<file path="config.mk">
export PLATFORM = sky130hd
export DESIGN_NAME = t09_frame_diff_tracker
export DESIGN_NICKNAME = d
export VERILOG_FILES = /design/src/rtl/t09_snake_pkg.sv /design/src/rtl/t09_grid_scan_counter.sv /design/src/rtl/t09_frame_diff_tracker.sv
export SDC_FILE = /design/constraint.sdc
export NUM_CORES = 1
export LEC_CHECK = 0
export ABC_CLOCK_PERIOD_IN_PS = 5020
export BUFFER_PORTS_ARGS = -buffer_cell sky130_fd_sc_hd__buf_2
export CORE_ASPECT_RATIO = 1.1
export CORE_MARGIN = 2
export CORE_UTILIZATION = 39
export CTS_CLUSTER_SIZE = 28
export DETAILED_ROUTE_END_ITERATION = 16
export PLACE_DENSITY = 0.6
export SYNTH_ARGS = -nofsm -noshare
export SYNTH_HDL_FRONTEND = slang
export SYNTH_SLANG_ARGS = --single-unit
</file>
<file path="constraint.sdc">
create_clock -name clk -period 5.02 [get_ports clk]
set_input_delay 1.004 -clock clk [delete_from_list [all_inputs] [get_ports clk]]
set_output_delay 1.004 -clock clk [all_outputs]
set_load 0.02 [all_outputs]
</file>
<file path="src/rtl/t09_snake_pkg.sv">
// Shared object codes and tracker state type for the snake frame tracker slice.
package t09_snake_pkg;

  localparam logic [2:0] EMPTY  = 3'd0;
  localparam logic [2:0] HEAD   = 3'd1;
  localparam logic [2:0] BODY   = 3'd2;
  localparam logic [2:0] APPLE  = 3'd3;
  localparam logic [2:0] BORDER = 3'd4;

  typedef enum logic {
    SCAN  = 1'b0,
    CLEAR = 1'b1
  } state_t;

endpackage

</file>
<file path="src/rtl/t09_grid_scan_counter.sv">
// Raster-order (x fastest) cell position counter over a GRID_W x GRID_H grid.
module t09_grid_scan_counter #(
  parameter int GRID_W = 16,
  parameter int GRID_H = 12
) (
  input  logic                      clk,
  input  logic                      nrst,
  input  logic                      advance,
  input  logic                      restart,
  output logic [$clog2(GRID_W)-1:0] x,
  output logic [$clog2(GRID_H)-1:0] y,
  output logic                      last_cell
);

  localparam int XW = $clog2(GRID_W);
  localparam int YW = $clog2(GRID_H);

  logic x_last;
  logic y_last;

  assign x_last    = (x == XW'(GRID_W - 1));
  assign y_last    = (y == YW'(GRID_H - 1));
  assign last_cell = x_last && y_last;

  always_ff @(posedge clk or negedge nrst) begin
    if (!nrst) begin
      x <= '0;
      y <= '0;
    end else if (restart) begin
      x <= '0;
      y <= '0;
    end else if (advance) begin
      if (x_last) begin
        x <= '0;
        y <= y_last ? '0 : y + 1'b1;
      end else begin
        x <= x + 1'b1;
      end
    end
  end

endmodule

</file>
<file path="src/rtl/t09_frame_diff_tracker.sv">
// Shadow-frame diff tracker: emits (x, y, code) for each changed cell in raster order.
// Optional force_refresh input enabled by defining T09_FORCE_REFRESH_EN.
module t09_frame_diff_tracker
  import t09_snake_pkg::*;
#(
  parameter int GRID_W = 16,
  parameter int GRID_H = 12,
  parameter int CODE_W = 3
) (
  input  logic                                  clk,
  input  logic                                  nrst,
  input  logic                                  pix_valid,
  output logic                                  pix_ready,
  input  logic [CODE_W-1:0]                     obj_in,
  input  logic                                  sync,
  input  logic                                  clear,
`ifdef T09_FORCE_REFRESH_EN
  input  logic                                  force_refresh,
`endif
  output logic                                  diff_valid,
  input  logic                                  diff_ready,
  output logic [$clog2(GRID_W)-1:0]             diff_x,
  output logic [$clog2(GRID_H)-1:0]             diff_y,
  output logic [CODE_W-1:0]                     diff_code,
  output logic [$clog2(GRID_W)-1:0]             cur_x,
  output logic [$clog2(GRID_H)-1:0]             cur_y,
  output logic                                  frame_done,
  output logic [$clog2(GRID_W*GRID_H+1)-1:0]    diff_count,
  output logic                                  busy
);

  localparam int unsigned CELLS = GRID_W * GRID_H;
  localparam int          XW    = $clog2(GRID_W);
  localparam int          YW    = $clog2(GRID_H);
  localparam int          IDX_W = $clog2(CELLS);
  localparam int          CNT_W = $clog2(CELLS + 1);

  state_t            state;
  logic [CODE_W-1:0] shadow [CELLS];
  logic [XW-1:0]     clr_x;
  logic [YW-1:0]     clr_y;
  logic              scan_last;
  logic              clr_last;
  logic [IDX_W-1:0]  scan_idx;
  logic [IDX_W-1:0]  clr_idx;
  logic              in_scan;
  logic              accept;
  logic              load_diff;
  logic              wrap;
  logic              force_eff;
  logic [CNT_W-1:0]  run_count;

  assign in_scan   = (state == SCAN);
  assign busy      = (state == CLEAR);
  // nrst term keeps pix_ready low while reset is held
  assign pix_ready = nrst && in_scan && !(diff_valid && !diff_ready) && !sync;
  assign accept    = pix_valid && pix_ready;
  assign scan_idx  = IDX_W'(cur_y) * IDX_W'(GRID_W) + IDX_W'(cur_x);
  assign clr_idx   = IDX_W'(clr_y) * IDX_W'(GRID_W) + IDX_W'(clr_x);
  assign load_diff = accept && ((obj_in != shadow[scan_idx]) || force_eff);
  assign wrap      = accept && scan_last;

`ifdef T09_FORCE_REFRESH_EN
  logic force_frame;
  logic at_origin;

  // The first cell of a frame uses the live input; later cells use the latched copy.
  assign at_origin = (cur_x == '0) && (cur_y == '0);
  assign force_eff = at_origin ? force_refresh : force_frame;

  always_ff @(posedge clk or negedge nrst) begin
    if (!nrst) begin
      force_frame <= 1'b0;
    end else if (in_scan && at_origin) begin
      force_frame <= force_refresh;
    end
  end
`else
  assign force_eff = 1'b0;
`endif

  t09_grid_scan_counter #(
    .GRID_W(GRID_W),
    .GRID_H(GRID_H)
  ) u_scan (
    .clk       (clk),
    .nrst      (nrst),
    .advance   (accept),
    .restart   (!in_scan || clear || sync),
    .x         (cur_x),
    .y         (cur_y),
    .last_cell (scan_last)
  );

  t09_grid_scan_counter #(
    .GRID_W(GRID_W),
    .GRID_H(GRID_H)
  ) u_clr (
    .clk       (clk),
    .nrst      (nrst),
    .advance   (!in_scan),
    .restart   (in_scan),
    .x         (clr_x),
    .y         (clr_y),
    .last_cell (clr_last)
  );

  always_ff @(posedge clk or negedge nrst) begin
    if (!nrst) begin
      for (int unsigned i = 0; i < CELLS; i++) begin
        shadow[IDX_W'(i)] <= CODE_W'(EMPTY);
      end
    end else if (!in_scan) begin
      shadow[clr_idx] <= CODE_W'(EMPTY);
    end else if (accept) begin
      shadow[scan_idx] <= obj_in;
    end
  end

  always_ff @(posedge clk or negedge nrst) begin
    if (!nrst) begin
      state      <= SCAN;
      diff_valid <= 1'b0;
      diff_x     <= '0;
      diff_y     <= '0;
      diff_code  <= '0;
      run_count  <= '0;
      diff_count <= '0;
      frame_done <= 1'b0;
    end else begin
      frame_done <= 1'b0;
      case (state)
        SCAN: begin
          if (clear) begin
            state      <= CLEAR;
            diff_valid <= 1'b0;
            run_count  <= '0;
          end else if (sync) begin
            diff_valid <= 1'b0;
            run_count  <= '0;
          end else begin
            if (load_diff) begin
              diff_valid <= 1'b1;
              diff_x     <= cur_x;
              diff_y     <= cur_y;
              diff_code  <= obj_in;
            end else if (diff_ready) begin
              diff_valid <= 1'b0;
            end
            if (wrap) begin
              frame_done <= 1'b1;
              diff_count <= run_count + CNT_W'(load_diff);
              run_count  <= '0;
            end else if (load_diff) begin
              run_count <= run_count + 1'b1;
            end
          end
        end
        CLEAR: begin
          diff_valid <= 1'b0;
          run_count  <= '0;
          if (clr_last) begin
            state <= SCAN;
          end
        end
        default: state <= SCAN;
      endcase
    end
  end

endmodule

</file>
==> qor.yml <==
status: "completed"
grt_first_pass_wirelength_um: 162000
drtIter0Drc: 2728
antenna_found_initial: 0
cts_resized: 0
setup_violations: 0
dp_hpwl_um: 69700
yosys.area.top_type: "dfrtp_1"
slew_viol_final: 0
cap_violations: 0
postRouteAntennaNets: 0
area_growth_pct: 13.0
synth.top_cell.area_share: 0.502
start_util: 0.393
clockRootBuffer: "clkbuf_16"
leakage_nw: 14.2
p_per_area_nw_per_um2: 405
dieWidth_um: 273
ir_drop_uv: 268
ctsLongestPathBuffers: 3
tritoncts: "done"
grt_use_total: 0.263
hold_class: "primary input to async pin"
finalPower_w: 0.0142
ys_warn_count: 0
clock_latency_ns: 0.62
syn_nets: 3551
synth.distinct_cells: 59
ys_ff_latch: 622
cts_made_buffers: 67
fill_cells: 7486
finalCritPeriodShare: 0.948
synth_top_cells_by_area: "dfrtp_1 50%, nand2_1 17%, o21ai_0 9.4%"
cp.required_ns: 5.51
cts_htree_levels: 3
rsz0062_at_grt: "false"
ioPinCount: 40
gr-total-overflow: 0
vias: 26200
grt_max_degree: 163
drive_gt1_frac: 0.112
clock-sinks: 622
finalHoldViolations: 0
first_global_vias: 25100
fin_worst_skew_ns: 0.0274
dr.pass1.iters: 6
critPathArrivalTime_ns: 5.25
totalWireLength_um: 107000
syn_avg_cell_area_um2: 8.80
fin_ws_ns: 0.262
gp_congestion: 0.939
ff2ff_path_depth: 14
dieHeight_um: 300
die_area_um2: 81700
cp_max_fo: 21
setup_tns_ns: 0
syn-instance-count: 3523
cp-start-kind: "register"
via_per_inst: 5.64
remaining_drc_errors: 0
syn-cell-area_um2: 31000
synth-main-ff-cell: "dfrtp_1"
synth_edf_count: 0
wl_per_cell_um: 23.1
postSynth.asyncResetShare: 1.00
pre_cts_slack_ns: 0.157
slew_headroom: 0.144
cts.clk_slew.worst_paths_ns: 0.06
crit_type: "register to register"
yosysSeqAreaShare: 0.502
fmaxAchievable_ghz: 0.210
worstMarginPinSlew_ns: 1.28
cp-end-kind: "register"
port_buffers: 39
core-area_um2: 78800
fin_nets: 3574
fin_crit_ns: 4.76
rows: 108
==> sequential cells by signal (all words and copies together), names as in the netlist <==
signal	count
diff_count	8
u_clr.y	4
busy	1
diff_y	4
run_count	8
frame_done	1
u_scan.x	4
diff_x	4
u_scan.y	4
diff_code	3
diff_valid	1
shadow	576
u_clr.x	4
==> layer usage <==
metal / global-route usage / routed length (um)
met5: 0 / 0
met4: 0.127 / 5400
met3: 0.0570 / 9340
met2: 0.405 / 48300
met1: 0.352 / 44400
==> placed cells by master, fill, tap and decap left out, drive strengths merged, types with 29 or more instances in the layout <==
master,count
nand2,1391
dfrtp,622
o21ai,583
nor2,227
buf,149
mux4,119
clkbuf,108
mux2i,47
nand3,37
a21oi,36
a22oi,29
==> cell type report <==
cell class,count,area [um^2],area share
diodes,3,7.51,0.000214
flip-flops and latches,622,15600,0.445
clock buffers,108,2170,0.0619
inverters,9,33.8,0.000965
multi-input cells,2697,14600,0.418
well taps,1045,1310,0.0373
repair buffers,149,1190,0.0339
clock inverters,10,100,0.00286
==> cells in the mapped netlist (14+ instances only) <==
cell / number
a22oi_1: 29
a211oi_1: 14
o21ai_0: 583
and2_1: 25
nand3_1: 37
buf_1: 15
a21oi_1: 36
ha_1: 19
nand2_1: 1391
mux2_2: 15
nor2_1: 227
mux2i_1: 47
clkbuf_1: 156
o22ai_1: 14
mux4_2: 119
dfrtp_1: 622
buf_2: 15
==> metrics by stage <==
step	hold slack (ns)	utilization	cells	instance area, um^2
floorplan	0.465	-	3523	31000
global placement	0.468	0.415	4515	32700
detailed placement	0.475	0.415	4515	32700
CTS	0.249	0.443	4633	34900
global route	0.269	0.444	4640	35000
finish	0.252	0.445	4643	35000
==> critical path, stage by stage, from the launching register on <==
cell      delay (ns)
dfrtp_4         0.77
buf_4           0.38
mux4_2          0.35
a22o_1          0.24
a21oi_1         0.12
nand3_1         0.21
and4b_1         0.37
or4_1           0.51
a222oi_1        0.71
nor2_1          0.12
ha_1            0.27
ha_1            0.24
nand3_1         0.11
xor2_1          0.15
a21oi_1         0.08
==> worst paths after layout <==
kind | startpoint | endpoint | slack [ns]
max in group asynchronous | nrst | shadow[555] | 2.71
hold / removal | nrst | shadow[41] | 0.25
min in group clk | diff_code[1] | diff_code[1] | 0.49
setup reg to reg | u_scan.x[1] | diff_count[4] | 0.26
setup / recovery | u_scan.x[1] | diff_count[4] | 0.26
hold reg to reg | diff_code[1] | diff_code[1] | 0.49
==> timing repair <==
item                       in CTS  in global routing
setup endpoints to repair       0                  6
buffers inserted                0                  7
hold buffers                    0                  0
==> where the power goes <==
| group | internal, W | leakage, nW | switching, W |
|---|---|---|---|
| clock network | 0.00305 | 1.13 | 0.00211 |
| logic | 0.000842 | 6.96 | 0.00151 |
| registers | 0.00600 | 6.12 | 0.000678 |
| total | 0.00989 | 14.2 | 0.00430 |
==> kinds of logic (layout without fill, tap and decap cells) <==
kind of cell | count (synthesis) | after routing | synth area share
simple gates | 1746 | 1746 | 0.221
buf+inv | 204 | 276 | 0.0271
compound gates | 730 | 730 | 0.128
mux | 190 | 190 | 0.110
xor+xnor | 12 | 12 | 0.00339
other cells | 0 | 3 | 0
fa+ha+maj | 19 | 19 | 0.00767
flops | 622 | 622 | 0.502
(Power assumes the default switching activity.)
